`src/rtl/fifo_stream_reader.sv`:
```
// Read-side drain engine for a non-FWFT synchronous FIFO: issues reads against a
// fixed read latency and re-presents the returned words as a bubble-free valid/ready stream.
module fifo_stream_reader #(
   parameter int DATA_WIDTH = 8,
   parameter int RD_LATENCY = 1
) (
   input  logic                  clk,
   input  logic                  rst,
   input  logic                  fifo_empty,
   output logic                  fifo_rd_en,
   input  logic [DATA_WIDTH-1:0] fifo_rd_data,
   output logic                  m_valid,
   input  logic                  m_ready,
   output logic [DATA_WIDTH-1:0] m_data,
   output logic                  busy
);

   localparam int BUF_DEPTH = RD_LATENCY + 2;
   localparam int PW        = $clog2(BUF_DEPTH);
   localparam int CW        = $clog2(BUF_DEPTH + 1);
   localparam logic [CW:0] DEPTH_C = BUF_DEPTH[CW:0];

   logic [DATA_WIDTH-1:0] mem_q [BUF_DEPTH];
   logic [PW-1:0]         wr_ptr_q, wr_ptr_d;
   logic [PW-1:0]         rd_ptr_q, rd_ptr_d;
   logic [CW-1:0]         occ_q, occ_d;
   logic [CW-1:0]         infl_q, infl_d;
   logic [RD_LATENCY-1:0] vpipe_q, vpipe_d;
   logic [CW:0]           pending;
   logic                  capture;
   logic                  pop;

   function automatic logic [PW-1:0] ptr_inc(input logic [PW-1:0] p);
      return (p == PW'(BUF_DEPTH - 1)) ? '0 : p + 1'b1;
   endfunction

   // Issue decision uses only registered occupancy, so m_ready never reaches fifo_rd_en.
   always_comb begin
      pending    = {1'b0, occ_q} + {1'b0, infl_q};
      fifo_rd_en = !rst && !fifo_empty && (pending < DEPTH_C);
      capture    = vpipe_q[RD_LATENCY-1];
      m_valid    = !rst && (occ_q != '0);
      pop        = m_valid && m_ready;
      m_data     = rst ? '0 : mem_q[rd_ptr_q];
      busy       = !rst && ((occ_q != '0) || (infl_q != '0));
      vpipe_d    = RD_LATENCY'({vpipe_q, fifo_rd_en});
      infl_d     = infl_q + CW'(fifo_rd_en) - CW'(capture);
      occ_d      = occ_q + CW'(capture) - CW'(pop);
      wr_ptr_d   = capture ? ptr_inc(wr_ptr_q) : wr_ptr_q;
      rd_ptr_d   = pop ? ptr_inc(rd_ptr_q) : rd_ptr_q;
   end

   always_ff @(posedge clk) begin
      if (rst) begin
         occ_q    <= '0;
         infl_q   <= '0;
         vpipe_q  <= '0;
         wr_ptr_q <= '0;
         rd_ptr_q <= '0;
      end else begin
         occ_q    <= occ_d;
         infl_q   <= infl_d;
         vpipe_q  <= vpipe_d;
         wr_ptr_q <= wr_ptr_d;
         rd_ptr_q <= rd_ptr_d;
      end
   end

   // Storage needs no reset: a slot is only presented after it has been written.
   always_ff @(posedge clk) begin
      if (!rst && capture) begin
         mem_q[wr_ptr_q] <= fifo_rd_data;
      end
   end

endmodule
```
`config.mk`:
```
export PLATFORM = sky130hd
export DESIGN_NAME = fifo_stream_reader
export DESIGN_NICKNAME = d
export VERILOG_FILES = /design/src/rtl/fifo_stream_reader.sv
export SDC_FILE = /design/constraint.sdc
export NUM_CORES = 1
export LEC_CHECK = 0
export BUFFER_PORTS_ARGS = -buffer_cell sky130_fd_sc_hd__buf_4
export CAP_MARGIN = 20
export CORE_ASPECT_RATIO = 0.5
export CORE_MARGIN = 2
export CORE_UTILIZATION = 36
export CTS_CLUSTER_DIAMETER = 150
export DETAILED_ROUTE_END_ITERATION = 6
export PLACE_DENSITY_LB_ADDON = 0.12
export SETUP_SLACK_MARGIN = 0.5
export SLEW_MARGIN = 20
export SYNTH_ARGS = -nofsm -noshare
export SYNTH_HDL_FRONTEND = slang
export SYNTH_SLANG_ARGS = --single-unit
```
`constraint.sdc`:
```
create_clock -name clk -period 3.4 [get_ports clk]
set_clock_uncertainty 0.2 [all_clocks]
set_input_delay 0.34 -clock clk [delete_from_list [all_inputs] [get_ports clk]]
set_output_delay 0.34 -clock clk [all_outputs]
set_load 0.05 [all_outputs]
```
==> results of run 1 <==
[worst reg2reg max path: stages, from the launching register on]
cell and delay [ps]:
dfxtp_1 340, ha_1 220, fa_1 510, a2111oi_4 410
ha_1 210, xnor3_1 200, nor2_1 80
[cell type report]
type	instances	area, µm²	area share
clock buffer	8	80.1	0.0434
multi-input combinational	60	548	0.297
sequential	35	941	0.511
tap	54	67.6	0.0367
inverter	5	18.8	0.0102
timing repair buffer	25	188	0.102
[power by group through the flow]
| stage | clock network (mW) | registers (mW) | logic, mW |
|---|---|---|---|
| 5_1_grt | 0.306 | 0.560 | 0.416 |
| 6_report | 0.278 | 0.551 | 0.380 |
| 2_1_floorplan | 0 | 0.537 | 0.322 |
| 3_5_place_dp | 0 | 0.562 | 0.382 |
| 4_1_cts | 0.292 | 0.553 | 0.385 |
| 3_3_place_gp | 0 | 0.561 | 0.381 |
[through the flow]
step                total power [mW]  std cells
finish                          1.21        187
global route                    1.28        187
CTS                             1.23        187
detailed placement             0.944        179
global placement               0.942        179
floorplan                      0.859        103
[cell families after synthesis]
group,synth area share
AOI/OAI and AO/OA,0.0896
xor gates and xnor gates,0.0296
adders and majority gates,0.0542
buffers and inverters,0.0304
DFF,0.618
muxes,0.0666
and+or+nand+nor,0.112
[cell usage in the layout, fill, tap and decap left out, types with 3 or more instances in the layout]
cell type  netlist  layout
nor3b_1          3       3
a211oi_2         4       4
clkbuf_1         0       3
edfxtp_1        24      24
a211oi_1         4       4
dfxtp_1         11      11
buf_4            0      25
clkbuf_8         0       5
ha_1             5       5
nor2_1           5       5
nand2b_1         4       4
inv_1            5       5
mux2i_1          9       9
nor2b_1         11      11
[layer usage]
metal / global-route usage / vias to the layer above / wire, µm
li1: - / 437 / -
met1: 0.139 / 408 / 1120
met2: 0.198 / 18 / 1260
met3: 0.0459 / 6 / 115
met4: 0.0643 / 0 / 36
met5: 0 / - / 0
[sequential cells by signal (all words and copies together), names as in the netlist, named ones only]
name / cells
occ_q: 2
wr_ptr_q: 2
capture: 1
mem_q: 24
infl_q: 2
rd_ptr_q: 2
[worst max path at each step]
| stage | slack, ps | start | depth (start not counted) | end |
|---|---|---|---|---|
| CTS | 840 | occ_q[0] | 4 | fifo_rd_en |
| global route | 750 | occ_q[0] | 4 | fifo_rd_en |
| detailed placement | 1150 | occ_q[0] | 4 | fifo_rd_en |
| floorplan | 770 | occ_q[0] | 6 | infl_q[1] |
| finish | 860 | occ_q[0] | 4 | fifo_rd_en |
| global placement | 1160 | occ_q[0] | 4 | fifo_rd_en |
==> results.ini, run 1 <==
[synth]
synth_fp_nets = 121
synth_common_cells = edfxtp_1, dfxtp_1, nor2b_1
synth-seq-cells = 35
ys_types = 23
yosysMostFrequentCell = edfxtp_1
synth_warnings = 0
ys_seq_area_frac = 0.618
avgSynthCellArea_um2 = 14.8
synth_ff_type = edfxtp_1
synth-edff-count = 24
async_reset_ff_frac = 0
synth_area_leaders = edfxtp_1, dfxtp_1, mux2i_1
syn_area_um2 = 1520
synth_top_area_frac = 0.473
synth_area_leader_cell = edfxtp_1
syn_inst = 103

[floorplanning]
chipHeight_um = 50.0
die_x_um = 96.0
num_rows = 16
die_area_um2 = 4800
pin_count = 23
core_region_area_um2 = 3980
initial_core_util = 0.382

[critical_path]
worstPathCellList = ha_1 > fa_1 > a2111oi_4 > buf_4
worstPathMaxFanout = 4
path_class = flip-flop to primary output
ff2ff_setup_slack_ps = 1190
critPathBufInv = 1
worst_setup_path_start_kind = flip-flop
r2r_start = occ_q[0]
end_kind = primary output
slowest_delay_ps = 510
worstPathArrival_ps = 2000
cp_slowest_cell = fa_1
worstReg2RegEnd = infl_q[1]
critical_path_required_ps = 2860
cpLargestDelayFamily = adder cells
reg2reg_depth = 6

[detailed_routing]
routed_via_density = 4.65
drc = 0
avgRoutedWirePerCell_um = 13.5
vias = 869
dr.pass1.iters = 3
ant_nets = 0
wl_um = 2530
drt_iter0_drc = 13

[power_and_ir_drop]
switching_share = 0.324
leakage_nw = 0.675
power.share.clock = 0.230
ir_drop_uv = 237
power_density_nw_per_um2 = 656
power.switching_mw = 0.392
p_seq_frac = 0.456
pwr-share-comb = 0.314
intPower_mw = 0.817

[timing]
holdWs_ps = 49.4
fin_setup_tns_ps = 0
rsz0062_at_grt = false
max_freq_mhz = 393
period_share = 0.748
fin_crit_ps = 2540
hold_viol = 0
setup_viol = 0
slew_headroom = 0.651
slew_viol_final = 0
worst_slew_pin_slew_ps = 523
worst_slack_ps = 856

[global_routing]
grt_pass1_vias = 903
grtUsageTotal = 0.121
antenna_found_initial = 0
grt_max_degree = 25
grt.overflow.total = 0
grt_pass1_wl_um = 4130

[clocking]
cts_max_path_buffers = 2
cts_resized = 0
cts_setup_buffers = 0
cts_tree = done
cts_made_buffers = 5
hold_buffers = 0
numClockSinks = 35
htreeDepth = 2
path_clk_slew_ps = 70
cts.root.buffer_cell = clkbuf_8
clk_latency_ps = 270

[place]
gp_congestion = 0.651
numPortBuffers = 22
post-place-ws_ps = 1150
dp_hpwl_um = 1650
placed_area_um2 = 1760

[layout]
num_antenna_cells = 0
drive_gt1_frac = 0.278
area_growth_pct = 21.0
final_util = 0.463
nets = 150
final.fill_count = 374
finish.instance_area_um2 = 1840

[min_path]
min_path_cells = 1
min_delay_worst_endpoint = mem_q[1][7]
holdCritStartpoint = fifo_rd_data[7]
hp-class = input port to flip-flop

[run_status]
status = complete, no violations

[flow_run]
maxCapViolCount = 0

Note: power is estimated with default switching activity, not from simulation.
==> run 2: changes to the inputs <==
==> constraint.sdc (replaced) <==
create_clock -name clk -period 2.4 [get_ports clk]
set_clock_uncertainty 0.2 [all_clocks]
set_input_delay 0.24 -clock clk [delete_from_list [all_inputs] [get_ports clk]]
set_output_delay 0.24 -clock clk [all_outputs]
set_load 0.05 [all_outputs]
==> results.ini, run 2 (synthesis gave the netlist of run 1 again) <==
[floorplanning]
die_area_um2 = 4800  ; unchanged
core_region_area_um2 = 3980  ; unchanged
initial_core_util = 0.382  ; unchanged
die_x_um = 96.0  ; unchanged
chipHeight_um = 50.0  ; unchanged
num_rows = 16  ; unchanged
pin_count = 23  ; unchanged

[place]
gp_congestion = 0.707  ; was 0.651
dp.cells = 179  ; unchanged
dp_hpwl_um = 1750  ; was 1650 µm
numPortBuffers = 22  ; unchanged
post-place-ws_ps = 260  ; was 1150 ps

[detailed_routing]
drt_iter0_drc = 38  ; was 13
vias = 933  ; was 869
dr.pass1.iters = 4  ; was 3
wl_um = 2700  ; was 2530 µm
avgRoutedWirePerCell_um = 13.4  ; was 13.5 µm
routed_via_density = 4.62  ; was 4.65
ant_nets = 0  ; unchanged
drc = 0  ; unchanged

[clocking]
cts_tree = done  ; unchanged
htreeDepth = 2  ; unchanged
cts.root.buffer_cell = clkbuf_8  ; unchanged
cts_made_buffers = 5  ; unchanged
numClockSinks = 35  ; unchanged
clk_latency_ps = 280  ; was 270 ps
path_clk_slew_ps = 70  ; about the same
cts_max_path_buffers = 2  ; unchanged

[layout]
nets = 165  ; was 150
final_cell_mix = buf_4, edfxtp_1, nor2b_1  ; was buf_4, edfxtp_1, nor2b_1, dfxtp_1, mux2i_1
largest_register_ffs = 24  ; unchanged
regMostFlops = mem_q  ; unchanged
mostFrequentLayoutCell = buf_4  ; unchanged
drive_gt1_frac = 0.392  ; was 0.278
num_antenna_cells = 0  ; unchanged
finalNonFillerCells = 202  ; was 187
final.fill_count = 344  ; was 374
area_growth_pct = 34.8  ; was 21.0%

[timing]
worst_slack_ps = 189  ; was 856 ps
max_freq_mhz = 452
fin_crit_ps = 2210
setup_viol = 0  ; unchanged
period_share = 0.921
slew_headroom = 0.764  ; was 0.651
slew_viol_final = 0  ; unchanged
hold_viol = 0  ; unchanged
worst_slew_pin_slew_ps = 354  ; was 523 ps
rsz0062_at_grt = true  ; was false

[min_path]
hp-class = input port to flip-flop  ; unchanged
holdCritStartpoint = rst  ; was fifo_rd_data[7]

[critical_path]
setup.worst_path.start = infl_q[0]  ; was occ_q[0]
path_class = flip-flop to primary output  ; unchanged
worst_setup_path_start_kind = flip-flop  ; unchanged
worstPathCellList = ha_4 > fa_2 > a2111oi_4 > buf_6  ; was ha_1 > fa_1 > a2111oi_4 > buf_4
worstPathArrival_ps = 1770  ; was 2000 ps
worstPathMaxFanout = 2  ; was 4
slowest_delay_ps = 450  ; was 510 ps
critical_path_required_ps = 1960  ; was 2860 ps
cpLargestDelayFamily = adder cells  ; unchanged
r2r_start = infl_q[0]  ; was occ_q[0]
end_kind = primary output  ; unchanged
critPathBufInv = 1  ; unchanged
cp_slowest_cell = fa_2  ; was fa_1

[flow_run]
maxCapViolCount = 0  ; unchanged

[global_routing]
grtUsageTotal = 0.125  ; was 0.121
grt_pass1_vias = 889  ; was 903
grt_pass1_wl_um = 4260  ; was 4130 µm
antenna_found_initial = 0  ; unchanged
grt.overflow.total = 0  ; unchanged
grt_max_degree = 25  ; unchanged

[run_status]
status = complete, no violations  ; unchanged

[power_and_ir_drop]
power_density_nw_per_um2 = 907  ; was 656 nW/µm²
ir_drop_uv = 576  ; was 237 µV
leakage_nw = 0.750  ; was 0.675 nW

run 2: final timing paths:
path,slack (ps),depth (start not counted),end
worst min-delay path,150,2,occ_q[1]
worst max-delay path,190,4,fifo_rd_en
worst min register to register,300,2,flip-flop
worst max register to register,270,7,infl_q[1]
run 2: layout make-up:
class                      instances  area [µm²]  area share
clock buffer                       6        72.6      0.0353
tap                               54        67.6      0.0329
inverter                           5        22.5      0.0110
multi-input combinational         60         603       0.294
clock inverter                     2        12.5     0.00609
sequential                        35         948       0.462
timing repair buffer              40         327       0.159
run 2: what timing repair did:
action                                  4_1_cts  5_1_grt
endpoints found under the setup margin       11       10
endpoints found under the hold margin        25        0
buffers inserted                              6        0
pin swaps                                     4        3
gates resized for setup                       9        3
hold buffers                                  9        0
run 2: power by group:
| part | internal, mW | switching (mW) | total, mW |
|---|---|---|---|
| Sequential | 0.713 | 0.0747 | 0.788 |
| Clock | 0.203 | 0.206 | 0.409 |
| Combinational | 0.333 | 0.331 | 0.665 |
| Total | 1.25 | 0.612 | 1.86 |
run 2: per-stage QoR:
stage / hold WS (ps) / power, mW / setup TNS (ps) / utilization / area [µm²]
5_1_grt: 142 / 1.96 / 0 / 0.515 / 2050
6_report: 147 / 1.86 / 0 / 0.515 / 2050
3_3_place_gp: 235 / 1.35 / 0 / 0.448 / 1790
3_5_place_dp: 237 / 1.36 / 0 / 0.448 / 1790
2_1_floorplan: 116 / 1.23 / -284 / - / 1560
4_1_cts: 120 / 1.87 / 0 / 0.513 / 2040
run 2: per-layer routing:
metal	up-vias	share of wire	global-route usage
li1	464	-	-
met1	444	0.50	0.158
met2	20	0.43	0.186
met3	5	0.052	0.0520
met4	0	0.017	0.0571
met5	-	0	0
==> run 3: changes to the inputs <==
--- a/config.mk
+++ b/config.mk
@@ -5,8 +5,9 @@
 export SDC_FILE = /design/constraint.sdc
 export NUM_CORES = 1
 export LEC_CHECK = 0
+export ABC_AREA = 1
 export BUFFER_PORTS_ARGS = -buffer_cell sky130_fd_sc_hd__buf_4
-export CAP_MARGIN = 20
+export CAP_MARGIN = 40
 export CORE_ASPECT_RATIO = 0.5
 export CORE_MARGIN = 2
 export CORE_UTILIZATION = 36
==> results.ini, run 3 <==
[clocking]
cts_max_path_buffers = 2  ; unchanged
cts_tree = done  ; unchanged
cts_made_buffers = 5  ; unchanged
path_clk_slew_ps = 70  ; about the same
htreeDepth = 2  ; unchanged
clk_latency_ps = 280  ; about the same
numClockSinks = 35  ; unchanged
cts.root.buffer_cell = clkbuf_8  ; unchanged

[critical_path]
worstReg2RegEnd = infl_q[1]  ; unchanged
r2r_start = occ_q[0]  ; was infl_q[0]
path_class = flip-flop to primary output  ; unchanged
setup.worst_path.start = occ_q[0]  ; was infl_q[0]
worst_setup_path_start_kind = flip-flop  ; unchanged
critical_path_required_ps = 1960  ; about the same
ff2ff_setup_slack_ps = 180  ; was 270 ps
reg2reg_depth = 9  ; was 7
worstPathArrival_ps = 1810  ; was 1770 ps
end_kind = primary output  ; unchanged
worstPathMaxFanout = 2  ; unchanged
critPathCapture = fifo_rd_en  ; unchanged

[synth]
synth_warnings = 0  ; unchanged
synth_ff_type = edfxtp_1  ; unchanged
ys_seq_area_frac = 0.599  ; was 0.618
synth-edff-count = 24  ; unchanged
synth-seq-cells = 35  ; unchanged
synth_top_area_frac = 0.459  ; was 0.473
ys_types = 20  ; was 23
syn_inst = 156  ; was 103
async_reset_ff_frac = 0  ; unchanged
synth_fp_nets = 174  ; was 121
syn_area_um2 = 1570  ; was 1520 µm²
yosysMostFrequentCell = inv_1  ; was edfxtp_1
synth_area_leader_cell = edfxtp_1  ; unchanged
synth_common_cells = inv_1, edfxtp_1, nand2_1  ; was edfxtp_1, dfxtp_1, nor2b_1
synth_area_leaders = edfxtp_1, dfxtp_1, inv_1  ; was edfxtp_1, dfxtp_1, mux2i_1
avgSynthCellArea_um2 = 10.1  ; was 14.8 µm²

[power_and_ir_drop]
p_seq_frac = 0.448  ; was 0.423
switching_share = 0.327  ; was 0.329
power_mw = 1.65  ; was 1.86 mW
power.switching_mw = 0.541  ; was 0.612 mW
intPower_mw = 1.11  ; was 1.25 mW
ir_drop_uv = 390  ; was 576 µV
power.share.clock = 0.242  ; was 0.220
pwr-share-comb = 0.310  ; was 0.357
leakage_nw = 0.938  ; was 0.750 nW
power_density_nw_per_um2 = 787  ; was 907 nW/µm²

[global_routing]
met3_usage = 0.0432  ; was 0.0520
grt_pass1_wl_um = 4790  ; was 4260 µm
grt.overflow.total = 0  ; unchanged
met2_usage = 0.249  ; was 0.186
grt.met1_usage = 0.141  ; was 0.158
grt_max_degree = 17  ; was 25
antenna_found_initial = 0  ; unchanged
grt.busiest_layer = met2  ; unchanged
grt_pass1_vias = 1033  ; was 889
grtUsageTotal = 0.133  ; was 0.125

[flow_run]
maxCapViolCount = 0  ; unchanged

[place]
dp_hpwl_um = 1960  ; was 1750 µm
placed_area_um2 = 1820  ; was 1790 µm²
numPortBuffers = 22  ; unchanged
dp.cells = 233  ; was 179
gp_congestion = 0.692  ; was 0.707

[timing]
max_freq_mhz = 444  ; was 452 MHz
hold_viol = 0  ; unchanged
setup_viol = 0  ; unchanged
fin_crit_ps = 2250  ; was 2210 ps
slew_viol_final = 0  ; unchanged
period_share = 0.938  ; was 0.921
slew_headroom = 0.798  ; was 0.764
rsz0062_at_grt = true  ; unchanged
worst_slew_pin_slew_ps = 302  ; was 354 ps

[layout]
finish.instance_area_um2 = 2100  ; was 2050 µm²
area_growth_pct = 33.8  ; was 34.8%
num_antenna_cells = 0  ; unchanged
largest_register_ffs = 24  ; unchanged
nets = 218  ; was 165
drive_gt1_frac = 0.338  ; was 0.392
final.fill_count = 381  ; was 344
final_util = 0.520  ; was 0.515
mostFrequentLayoutCell = inv_1  ; was buf_4
final_cell_mix = inv_1, buf_4, edfxtp_1  ; was buf_4, edfxtp_1, nor2b_1
regMostFlops = mem_q  ; unchanged
finalNonFillerCells = 255  ; was 202

[run_status]
status = complete, no violations  ; unchanged

[floorplanning]
core_region_area_um2 = 4040  ; was 3980 µm²
die_x_um = 97.4  ; was 96.0 µm
num_rows = 16  ; unchanged
die_area_um2 = 4940  ; was 4800 µm²
initial_core_util = 0.389  ; was 0.382
pin_count = 23  ; unchanged
chipHeight_um = 50.7  ; was 50.0 µm

[detailed_routing]
routed_via_density = 4.37  ; was 4.62
drt_iter0_drc = 39  ; was 38
drc = 0  ; unchanged
ant_nets = 0  ; unchanged
dr.pass1.iters = 4  ; unchanged
vias = 1114  ; was 933
wl_um = 3070  ; was 2700 µm
avgRoutedWirePerCell_um = 12.0  ; was 13.4 µm

[min_path]
hp-class = input port to flip-flop  ; unchanged

-- run 3: cell type report --
cell class,count,area [µm²],area share
multi-input cells,80,541,0.257
inverters,38,143,0.0678
clock inverters,2,7.51,0.00357
flip-flops and latches,35,946,0.450
repair buffers,40,327,0.155
clock buffers,6,72.6,0.0345
well taps,54,67.6,0.0321
-- run 3: worst min path at each step --
stage               startpoint           to  cells after the start
2_1_floorplan       fifo_empty      capture                      1
3_3_place_gp   fifo_rd_data[2]  mem_q[2][2]                      1
3_5_place_dp   fifo_rd_data[2]  mem_q[1][2]                      1
4_1_cts                    rst     occ_q[0]                      2
5_1_grt                    rst     occ_q[0]                      2
6_report                   rst     occ_q[0]                      2
-- run 3: layer usage --
| metal | vias up | wire length, µm |
|---|---|---|
| li1 | 585 | - |
| met1 | 505 | 1340 |
| met2 | 19 | 1550 |
| met3 | 5 | 140 |
| met4 | 0 | 39 |
| met5 | - | 0 |
-- run 3: cell families after synthesis --
kind of cell	synth area share
compound gates	0.115
fa+ha+maj	0.0525
buf+inv	0.108
flops	0.599
simple gates	0.126
-- run 3: per-stage QoR --
step	setup slack (ps)	hold slack, ps	setup TNS (ps)
detailed placement	194	237	0
finish	149	83.7	0
global placement	247	235	0
global route	86.6	85.1	0
floorplan	-19.3	116	-19.3
CTS	161	71.1	0
-- run 3: what timing repair did --
action | 4_1_cts | 5_1_grt
setup buffers | 4 | 1
hold buffers | 9 | 0
endpoints found under the setup margin | 4 | 12
resized for setup | 13 | 7
hold endpoints to repair | 25 | 0
pin swaps | 5 | 6
-- run 3: critical path: stages (launching register included) --
cell     delay (ps)
dfxtp_2         340
ha_4            150
fa_1            440
a21oi_2         180
nor3b_4         230
buf_6           180
-- run 3: power groups by stage --
stage,Combinational [mW],Sequential (mW),Clock [mW]
2_1_floorplan,0.307,0.735,0
3_3_place_gp,0.401,0.744,0
3_5_place_dp,0.407,0.747,0
4_1_cts,0.492,0.738,0.408
5_1_grt,0.562,0.747,0.436
6_report,0.513,0.741,0.401
